$ cat config.mk
export PLATFORM = sky130hd
export DESIGN_NAME = branch_address_stack
export DESIGN_NICKNAME = d
export VERILOG_FILES = /design/src/rtl/branch_stack_pkg.sv /design/src/rtl/branch_stack_mem.sv /design/src/rtl/branch_address_stack.sv
export SDC_FILE = /design/constraint.sdc
export NUM_CORES = 1
export LEC_CHECK = 0
export CORE_MARGIN = 2
export CORE_UTILIZATION = 55
export CTS_BUF_LIST = sky130_fd_sc_hd__clkbuf_4
export DETAILED_ROUTE_END_ITERATION = 10
export PLACE_DENSITY = 0.77
export SLEW_MARGIN = 10
export SYNTH_ARGS = -nofsm -noshare
export SYNTH_HDL_FRONTEND = slang
export SYNTH_SLANG_ARGS = --single-unit
export TNS_END_PERCENT = 10
$ cat constraint.sdc
create_clock -name i_clock -period 11.5 [get_ports i_clock]
set_input_delay 2.3 -clock i_clock [delete_from_list [all_inputs] [get_ports i_clock]]
set_output_delay 2.3 -clock i_clock [all_outputs]
set_load 0.02 [all_outputs]
$ cat src/rtl/branch_stack_pkg.sv
// Shared types and helpers for the branch address stack.
package branch_stack_pkg;

    // Operation selected for a cycle, already resolved by priority.
    typedef enum logic [2:0] {
        OP_NONE    = 3'd0,
        OP_PRESET  = 3'd1,
        OP_REPLACE = 3'd2,
        OP_PUSH    = 3'd3,
        OP_POP     = 3'd4
    } op_e;

    // Occupancy needs to represent 0..DEPTH inclusive.
    function automatic int count_width(input int depth);
        return $clog2(depth) + 1;
    endfunction

endpackage

$ cat src/rtl/branch_stack_mem.sv
// Register array backing the stack: one synchronous write port, one combinational read port.
module branch_stack_mem #(
    parameter int WIDTH = 12,
    parameter int DEPTH = 8
) (
    input  logic                     i_clk,
    input  logic                     i_we,
    input  logic [$clog2(DEPTH)-1:0] i_waddr,
    input  logic [WIDTH-1:0]         i_wdata,
    input  logic [$clog2(DEPTH)-1:0] i_raddr,
    output logic [WIDTH-1:0]         o_rdata
);

    logic [WIDTH-1:0] r_mem [DEPTH];

    // Storage write; contents are meaningless until written, so no reset.
    always_ff @(posedge i_clk) begin
        if (i_we) begin
            r_mem[i_waddr] <= i_wdata;
        end
    end

    assign o_rdata = r_mem[i_raddr];

endmodule

$ cat src/rtl/branch_address_stack.sv
// LIFO of return addresses with occupancy, full-stack policy, sticky error flags
// and a registered, maskable top-of-stack output.
module branch_address_stack
    import branch_stack_pkg::*;
#(
    parameter int              WIDTH      = 12,
    parameter int              DEPTH      = 8,
    parameter bit              WRAP       = 1'b0,
    parameter logic [WIDTH-1:0] PRESET_VAL = {WIDTH{1'b1}}
) (
    input  logic                          i_clock,
    input  logic                          i_reset,
    input  logic                          i_clock_enable,
    input  logic                          i_tick,
    input  logic                          i_push,
    input  logic                          i_pop,
    input  logic                          i_preset,
    input  logic                          i_flag_clear,
    input  logic                          i_cs,
    input  logic [WIDTH-1:0]              i_d,
    output logic [WIDTH-1:0]              o_q,
    output logic [count_width(DEPTH)-1:0] o_count,
    output logic                          o_empty,
    output logic                          o_full,
    output logic                          o_overflow,
    output logic                          o_underflow
);

    localparam int PW = $clog2(DEPTH);
    localparam int CW = count_width(DEPTH);
    localparam logic [CW-1:0] FULL_CNT = CW'(DEPTH);

    logic [PW-1:0]    r_tp;
    logic [CW-1:0]    r_count;
    logic [WIDTH-1:0] r_q;
    logic             r_overflow;
    logic             r_underflow;

    op_e              w_op;
    logic             w_empty;
    logic             w_full;
    logic             w_we;
    logic [PW-1:0]    w_waddr;
    logic [WIDTH-1:0] w_wdata;
    logic [PW-1:0]    w_tp_nxt;
    logic [CW-1:0]    w_count_nxt;
    logic             w_ovf_set;
    logic             w_unf_set;
    logic [PW-1:0]    w_raddr;
    logic [WIDTH-1:0] w_rdata;
    logic [WIDTH-1:0] w_q_nxt;

    assign w_empty = (r_count == {CW{1'b0}});
    assign w_full  = (r_count == FULL_CNT);

    // Resolve the qualified request into a single operation by priority.
    always_comb begin
        w_op = OP_NONE;
        if (!(i_clock_enable && i_tick)) begin
            w_op = OP_NONE;
        end else if (i_preset) begin
            w_op = OP_PRESET;
        end else if (i_push && i_pop) begin
            w_op = OP_REPLACE;
        end else if (i_push) begin
            w_op = OP_PUSH;
        end else if (i_pop) begin
            w_op = OP_POP;
        end else begin
            w_op = OP_NONE;
        end
    end

    // Next pointer, count, storage write and flag-set requests for the chosen operation.
    // Preset and replace on an empty stack degrade to a push.
    always_comb begin
        w_we        = 1'b0;
        w_waddr     = r_tp;
        w_wdata     = i_d;
        w_tp_nxt    = r_tp;
        w_count_nxt = r_count;
        w_ovf_set   = 1'b0;
        w_unf_set   = 1'b0;
        case (w_op)
            OP_PRESET, OP_REPLACE: begin
                w_we    = 1'b1;
                w_wdata = (w_op == OP_PRESET) ? PRESET_VAL : i_d;
                if (w_empty) begin
                    w_waddr     = r_tp;
                    w_tp_nxt    = r_tp + PW'(1'b1);
                    w_count_nxt = r_count + CW'(1'b1);
                end else begin
                    w_waddr = r_tp - PW'(1'b1);
                end
            end
            OP_PUSH: begin
                if (!w_full) begin
                    w_we        = 1'b1;
                    w_tp_nxt    = r_tp + PW'(1'b1);
                    w_count_nxt = r_count + CW'(1'b1);
                end else if (WRAP) begin
                    // Circular overwrite: the oldest slot is the one tp now points at.
                    w_we      = 1'b1;
                    w_tp_nxt  = r_tp + PW'(1'b1);
                    w_ovf_set = 1'b1;
                end else begin
                    w_ovf_set = 1'b1;
                end
            end
            OP_POP: begin
                if (!w_empty) begin
                    w_tp_nxt    = r_tp - PW'(1'b1);
                    w_count_nxt = r_count - CW'(1'b1);
                end else begin
                    w_unf_set = 1'b1;
                end
            end
            default: begin
                w_we = 1'b0;
            end
        endcase
    end

    // New top value, bypassing the write made on this same edge.
    assign w_raddr = w_tp_nxt - PW'(1'b1);

    always_comb begin
        w_q_nxt = w_rdata;
        if (w_count_nxt == {CW{1'b0}}) begin
            w_q_nxt = {WIDTH{1'b0}};
        end else if (w_we && (w_waddr == w_raddr)) begin
            w_q_nxt = w_wdata;
        end else begin
            w_q_nxt = w_rdata;
        end
    end

    branch_stack_mem #(
        .WIDTH (WIDTH),
        .DEPTH (DEPTH)
    ) u_mem (
        .i_clk   (i_clock),
        .i_we    (w_we && !i_reset),
        .i_waddr (w_waddr),
        .i_wdata (w_wdata),
        .i_raddr (w_raddr),
        .o_rdata (w_rdata)
    );

    // Pointer, occupancy and top-of-stack registers.
    always_ff @(posedge i_clock) begin
        if (i_reset) begin
            r_tp    <= {PW{1'b0}};
            r_count <= {CW{1'b0}};
            r_q     <= {WIDTH{1'b0}};
        end else begin
            r_tp    <= w_tp_nxt;
            r_count <= w_count_nxt;
            r_q     <= w_q_nxt;
        end
    end

    // Sticky error flags; a new set beats a simultaneous clear.
    always_ff @(posedge i_clock) begin
        if (i_reset) begin
            r_overflow  <= 1'b0;
            r_underflow <= 1'b0;
        end else begin
            r_overflow  <= w_ovf_set | (r_overflow  & ~i_flag_clear);
            r_underflow <= w_unf_set | (r_underflow & ~i_flag_clear);
        end
    end

    assign o_q         = i_cs ? {WIDTH{1'b0}} : r_q;
    assign o_count     = r_count;
    assign o_empty     = w_empty;
    assign o_full      = w_full;
    assign o_overflow  = r_overflow;
    assign o_underflow = r_underflow;

endmodule

======== Word-level counts from Yosys, hierarchy flattened ========
Memories as Yosys holds them, arrays and structs flattened. A register that Yosys moved wholly into a read port is not among the register bits.
Cells that the tools add are included.
operators by class
  add/sub/neg operators ................... 5
  multiply operators ...................... 0
  div/mod/pow operators ................... 0
  $lt $le $gt $ge ......................... 0
  equality and inequality tests ........... 5
  shift-type cells ........................ 0
  mux-type cells .......................... 25
  bitwise gates (word level) .............. 5
  reduce and logical (&&, ||, !) cells .... 8
operator list
  operator                                              number
  2-to-1 mux 12 bit                                     3
  2-to-1 mux 3 bit                                      9
  2-to-1 mux 4 bit                                      3
  one-hot mux 4 bit (3 select lines)                    1
  one-hot mux 3 bit (3 select lines)                    1
  zero test 4 bit                                       2
  2-to-1 mux 1 bit                                      7
  equality test 3 x 2 -> 1 bit (second input constant)  2
  subtractor 3 x 1 -> 3 bit (second input constant)     2
  adder 4 x 1 -> 4 bit (second input constant)          1
  equality test 4 bit (second input constant)           1
  OR reduction 2 bit                                    2
  subtractor 4 x 1 -> 4 bit (second input constant)     1
  adder 3 x 1 -> 3 bit (second input constant)          1
  equality test 3 x 1 -> 1 bit (second input constant)  1
  equality test 3 bit (second input constant)           1
  logical AND 1 bit                                     3
  bitwise AND 1 bit                                     2
  bitwise OR 1 bit                                      2
  one-hot mux 1 bit (2 select lines)                    1
  zero test 1 bit                                       1
  NOT 1 bit                                             1
storage, ports and cells
  flip-flop bits (word level) ............. 9
  bits in latches ......................... 0
  RAM bits ................................ 96
  bits in read-only memories .............. 0
  input port bits ......................... 21
  output and inout port bits .............. 20
  word-level logic and storage cells ...... 53
  memories kept ........................... 1
memories
  memory       words  bits a word  read ports  clocked after Yosys merged registers in  wr ports  line                    source
  u_mem.r_mem  8      12           1           1                                        1         branch_stack_mem.sv:14  logic [WIDTH-1:0] r_mem [DEPTH];

======== Logic depth before layout (Yosys ltp) ========
  depth in word-level cells ............... 11
  depth in mapped cells ................... 15

======== By module ========
Synthesis repeated with hierarchy kept, for this count alone.
second synthesis, totals
  cell total of the unflattened synthesis .. 343
  area total of the unflattened synthesis .. 5168.7 µm²
modules (own cells, without submodules)
  module                instances  cells each  area an instance (µm²)  sequential area each (µm²)
  branch_stack_mem      1          152         3747.3                  2882.8
  branch_address_stack  1          191         1421.4                  420.4

======== Least setup slack after synthesis ========
Ideal clock, no wire load.
  kind .................................... in2reg
  start point ............................. in i_push
  end point ............................... reg r_q[5] (read register of u_mem.r_mem)
  arrival ................................. 5.207 ns
  setup slack ............................. 6.175 ns
  stages .................................. 13
  buffers on the path ..................... 3
  cell sequence ........................... buf_2 > or3b_1 > mux2i_1 > o21ai_4 > xnor2_4 > buf_8 > ha_1 > o21a_1 > or4_1 > a21o_1 > and2_1 > clkbuf_1 > o221a_1
between the ends
  cells in the longest elaborated chain, start to end .. 9
ends and longest elaborated chain
  element                                                                            line                                                    source
  from (decl)                                                                        branch_address_stack.sv:15                              input logic i_push,
  2-to-1 mux 3 bit / logical AND 1 bit (equally long branches)                       branch_address_stack.sv:65, branch_address_stack.sv:63
  2-to-1 mux 3 bit (*)                                                               branch_address_stack.sv:63                              end else if (i_push && i_pop) begin
  2-to-1 mux 3 bit (*)                                                               branch_address_stack.sv:61                              end else if (i_preset) begin
  2-to-1 mux 3 bit (*)                                                               branch_address_stack.sv:59                              if (!(i_clock_enable && i_tick)) begin
  parallel branches: the longest is 5 deep, another holds subtractor 3 x 1 -> 3 bit  n/a
  to (decl)                                                                          branch_address_stack.sv:35                              logic [WIDTH-1:0] r_q;
Mark *: on every way between the ends.
A chain may end at the register's enable or synchronous reset.

======== Final worst setup path ========
  start point ............................. in i_cs
  end point ............................... out o_q[5]
between the ends
  cells in the longest elaborated chain, start to end .. 1
ends and longest elaborated chain
  element            line                         source
  from (decl)        branch_address_stack.sv:19   input logic i_cs,
  2-to-1 mux 12 bit  branch_address_stack.sv:174  assign o_q = i_cs ? {WIDTH{1'b0}} : r_q;
  to (decl)          branch_address_stack.sv:21   output logic [WIDTH-1:0] o_q,
Every way passes these cells.

==> PnR_summary.wiki <==
{| class="wikitable"
! Metric !! Value
|-
| Status || completed
|-
| Setup total negative slack || 0 ns
|-
| Clock tree from TritonCTS || built
|-
| Leak pwr || approximately 2.1 nW
|-
| Sort of element at the end of the critical path || output port
|-
| Dpl cells || between 400 and 500
|-
| Final hold vios || 0
|-
| Maximum count of clock buffers along a single path || 2
|-
| GRT overflow || 0
|-
| Detailed-route DRC error count || 0
|-
| Number of setup buffers added after CTS || 0
|-
| Peak per-stage delay on the critical path || between 0.6 and 0.7 ns
|-
| Vias in the first global route || ~3100
|-
| Top cell type by total area after synthesis || sky130_fd_sc_hd__edfxtp_1
|-
| Pre-antenna DRT Iters || 4
|-
| Part of the power in registers || 51.2%
|-
| Synthesis-to-finish area growth || 15.46%
|-
| # rows || 35
|-
| Wire length of the first global-routing pass || between 15 and 20 mm
|-
| Share of the synthesized area in compound gates (AO/OA/AOI/OAI) || under 10%
|-
| Most used standard cells in the synthesized netlist || sky130_fd_sc_hd__edfxtp_1, sky130_fd_sc_hd__nand2_1, sky130_fd_sc_hd__dfxtp_1
|-
| Number of cells upsized or downsized after cts || 0
|-
| Die outline width || approximately 100 microns
|-
| Highest layer used for signal routing || met4
|-
| RSZ-0062 raised after global routing || false
|-
| Routed wire length on met3 || ~720 microns
|-
| Die outline area || around 0.010 sq mm
|-
| Slew Limit Headroom || roughly 27%
|-
| Startpoint type of the worst setup path || input port
|-
| Top-level I/O count || 41
|-
| Clock group share of total power || roughly 34%
|-
| Gr usage total || between 20% and 30%
|-
| Vert. Die Dim || approximately 100 microns
|-
| Cell types with the largest area share after synthesis || sky130_fd_sc_hd__edfxtp_1, sky130_fd_sc_hd__dfxtp_1, sky130_fd_sc_hd__mux4_2
|-
| Routed WL per cell || 20.82 microns
|-
| Clock Latency Late Sink || a little over 0.5 ns
|-
| Required time of the critical path || slightly above 9 ns
|-
| Crit path DAT || about 4 ns
|-
| Initial antenna violation count || 0
|-
| Min cycle time layout || 6.300 ns
|-
| Min Hold Slack || ~0.46 ns
|-
| Deepest level of the CTS H-tree || 4
|-
| Final WS setup || approximately 5.2 ns
|-
| Number of warnings reported in the yosys synthesis log || 0
|-
| Effective utilization at floorplan || 56.33%
|-
| Largest family of logic cells by synthesized area || multiplexers
|-
| Post-route clock skew || around 0.02 ns
|-
| Detailed-route wire length || between 10 and 15 mm
|-
| Pin count of the biggest net entering global routing || 27
|-
| Slew at the pin closest to its max-slew limit || 1.079 ns
|-
| Simple-gate share of the synthesized area || a little over a tenth
|-
| Final std cells w/o fill || between 500 and 600
|-
| Post-synthesis instance total || about 350
|-
| Number of nets in the layout || ~420
|-
| Period utilisation layout || 54.78%
|-
| Diode count || 0
|-
| Worst-case vdd ir drop || around 0.000084 V
|-
| Fraction of final layout cells with drive strength greater than 1 || between 15 and 20%
|-
| Logic pwr share || between 10 and 15%
|-
| Number of endpoints failing setup at the final stage || 0
|-
| Internal cell power || 0.0006880 W
|-
| CTS root buf || sky130_fd_sc_hd__clkbuf_4
|-
| Seq cells post-synth || roughly 120
|-
| Primary FF master, synth || sky130_fd_sc_hd__edfxtp_1
|-
| Max-cap violations || 0
|-
| Post-detail-place hpwl || 6.832 mm
|-
| Psw || between 0.0002 and 0.00025 W
|-
| Critical-path cell with the highest stage delay || sky130_fd_sc_hd__clkdlybuf4s50_1
|-
| Mapped Nets || 371
|-
| Portion of the post-synthesis area used by sequential elements || between 60% and 70%
|-
| Final Max Tran Viols || 0
|-
| IO buf count || 40
|-
| Number of synthesized flops with an enable pin || 96
|-
| Area of the core || 0.009196 sq mm
|-
| Post-Place Cell Area || 0.005682 sq mm
|-
| Count leader, synth || sky130_fd_sc_hd__edfxtp_1
|-
| Multiplexer fraction of the synthesized cell area || approximately 13%
|-
| Post-synthesis average cell area || 15.01 sq um
|-
| Detailed-route via count || around 3200
|-
| Cts bufs inserted || 17
|-
| Clock Sinks || ~120
|-
| Pre-CTS WS || 5.046 ns
|-
| Critical path class || input port to output port
|-
| Highest clock rate || 0.1587 GHz
|-
| DRT iter0 DRCs || ~270
|-
| Net Sw Frac || 25.36%
|-
| Crit-path max FO || 12
|-
| Power per standard cell area || around 150 mW/mm^2
|-
| Sum of met2 wire segment lengths after detailed routing || roughly 5.4 mm
|-
| Met1 Routed Length || about 4.5 mm
|-
| Crit path top cell by count || sky130_fd_sc_hd__clkdlybuf4s50_1
|-
| Post-synth ARST share || 0%
|-
| Share of the synthesized netlist area taken by xor and xnor gates || roughly 1.2%
|-
| Gp weighted congestion || slightly below 0.9
|-
| Design area || between 0.005 and 0.006 sq mm
|-
| Critical Path, Cell by Cell || clkdlybuf4s50_1, nor2b_1, clkdlybuf4s50_1
|-
| Total of hold buffers inserted after clock tree synthesis || 0
|-
| Area share of the largest cell type after synthesis || about 56%
|-
| Number of different library cells in the post-synthesis netlist || 53
|-
| Via/cell ratio || around 6.1
|-
| Hold crit path type || flop to flop
|-
| Post-synthesis adder-cell area fraction || around 1.2%
|-
| Register clock-pin slew on the reported worst setup and hold paths || ~0.1 ns
|-
| Post-route antenna net violation count || 0
|-
| Post-Syn Area || ~0.0052 sq mm
|}
## cell usage in the layout, fill, tap and decap left out, drive strengths merged, types with 2 or more instances in the layout
cell type | netlist | layout
edfxtp | 96 | 96
clkdlybuf4s50 | 0 | 40
mux4 | 24 | 24
nand2 | 22 | 22
dfxtp | 21 | 21
nor2 | 20 | 20
clkbuf | 10 | 19
inv | 13 | 15
nor2b | 14 | 14
a21oi | 12 | 12
nand2b | 12 | 12
buf | 7 | 9
nor3 | 8 | 8
a21o | 8 | 8
mux2 | 7 | 7
clkinv | 0 | 7
o211a | 6 | 6
o21ai | 6 | 6
a311oi | 5 | 5
ha | 5 | 5
and2 | 4 | 4
nand3 | 4 | 4
xnor2 | 4 | 4
and3 | 3 | 3
nand4 | 3 | 3
nor4 | 3 | 3
o31ai | 3 | 3
bufinv | 0 | 3
or3b | 2 | 2
o22ai | 2 | 2
a221oi | 2 | 2
a211o | 2 | 2
a32oi | 2 | 2
or4 | 2 | 2
or2 | 2 | 2
## per-layer routing
layer	global-route usage (%)	up-vias
met5	0	-
met3	5.895	20
met1	28.79	1579
met2	38.16	140
li1	-	1447
met4	7.796	0
## layout make-up
type / instances / area [sq um]
Clock buffer: 19 / 142.6
Clock inverter: 13 / 156.4
Fill cell: 664 / 3216
Inverter: 13 / 51.30
Multi-Input combinational cell: 198 / 1720
Sequential cell: 117 / 3303
Tap cell: 111 / 138.9
Timing Repair Buffer: 49 / 467.9
## per-stage QoR
step / utilization [%] / power (W)
3_3_place_gp: 61.78 / 0.0006152
3_5_place_dp: 61.78 / 0.0006189
6_report: 65.03 / 0.0009218
4_1_cts: 65.03 / 0.0009247
5_1_grt: 65.03 / 0.0009565
2_1_floorplan: - / 0.0005843
## power by group through the flow
stage / clock network (W) / registers [W] / logic [W]
global route: 0.000335 / 0.000473 / 0.000148
floorplan: 0 / 0.000480 / 0.000104
finish: 0.000312 / 0.000472 / 0.000138
CTS: 0.000315 / 0.000472 / 0.000138
global placement: 0 / 0.000482 / 0.000134
detailed placement: 0 / 0.000482 / 0.000137
## sequential cells by signal (all words and copies together) (netlist names)
signal,flops
o_underflow,1
r_tp,3
r_q,12
u_mem.r_mem,96
o_overflow,1
o_count,4
## path summary, 6_finish.rpt
path                                 start    endpoint  slack [ns]  cells after the start
worst max-delay path                  i_cs      o_q[5]        5.20                      3
worst min-delay path            o_overflow  o_overflow        0.46                      2
worst max register to register  o_count[0]      r_q[3]        7.05                     13
worst min register to register  o_overflow  o_overflow        0.46                      2
## logic make-up after synthesis
family	count (synthesis)
DFF	117
buffers and inverters	30
AOI/OAI and AO/OA	53
and+or+nand+nor	103
adders and majority gates	5
muxes	32
xor gates and xnor gates	5
## critical path, delay by kind of cell
| family | cells | cell delay (ns) |
|---|---|---|
| buffers and inverters | 2 | 1.35 |
| and+or+nand+nor | 1 | 0.35 |
(Power assumes the default switching activity.)
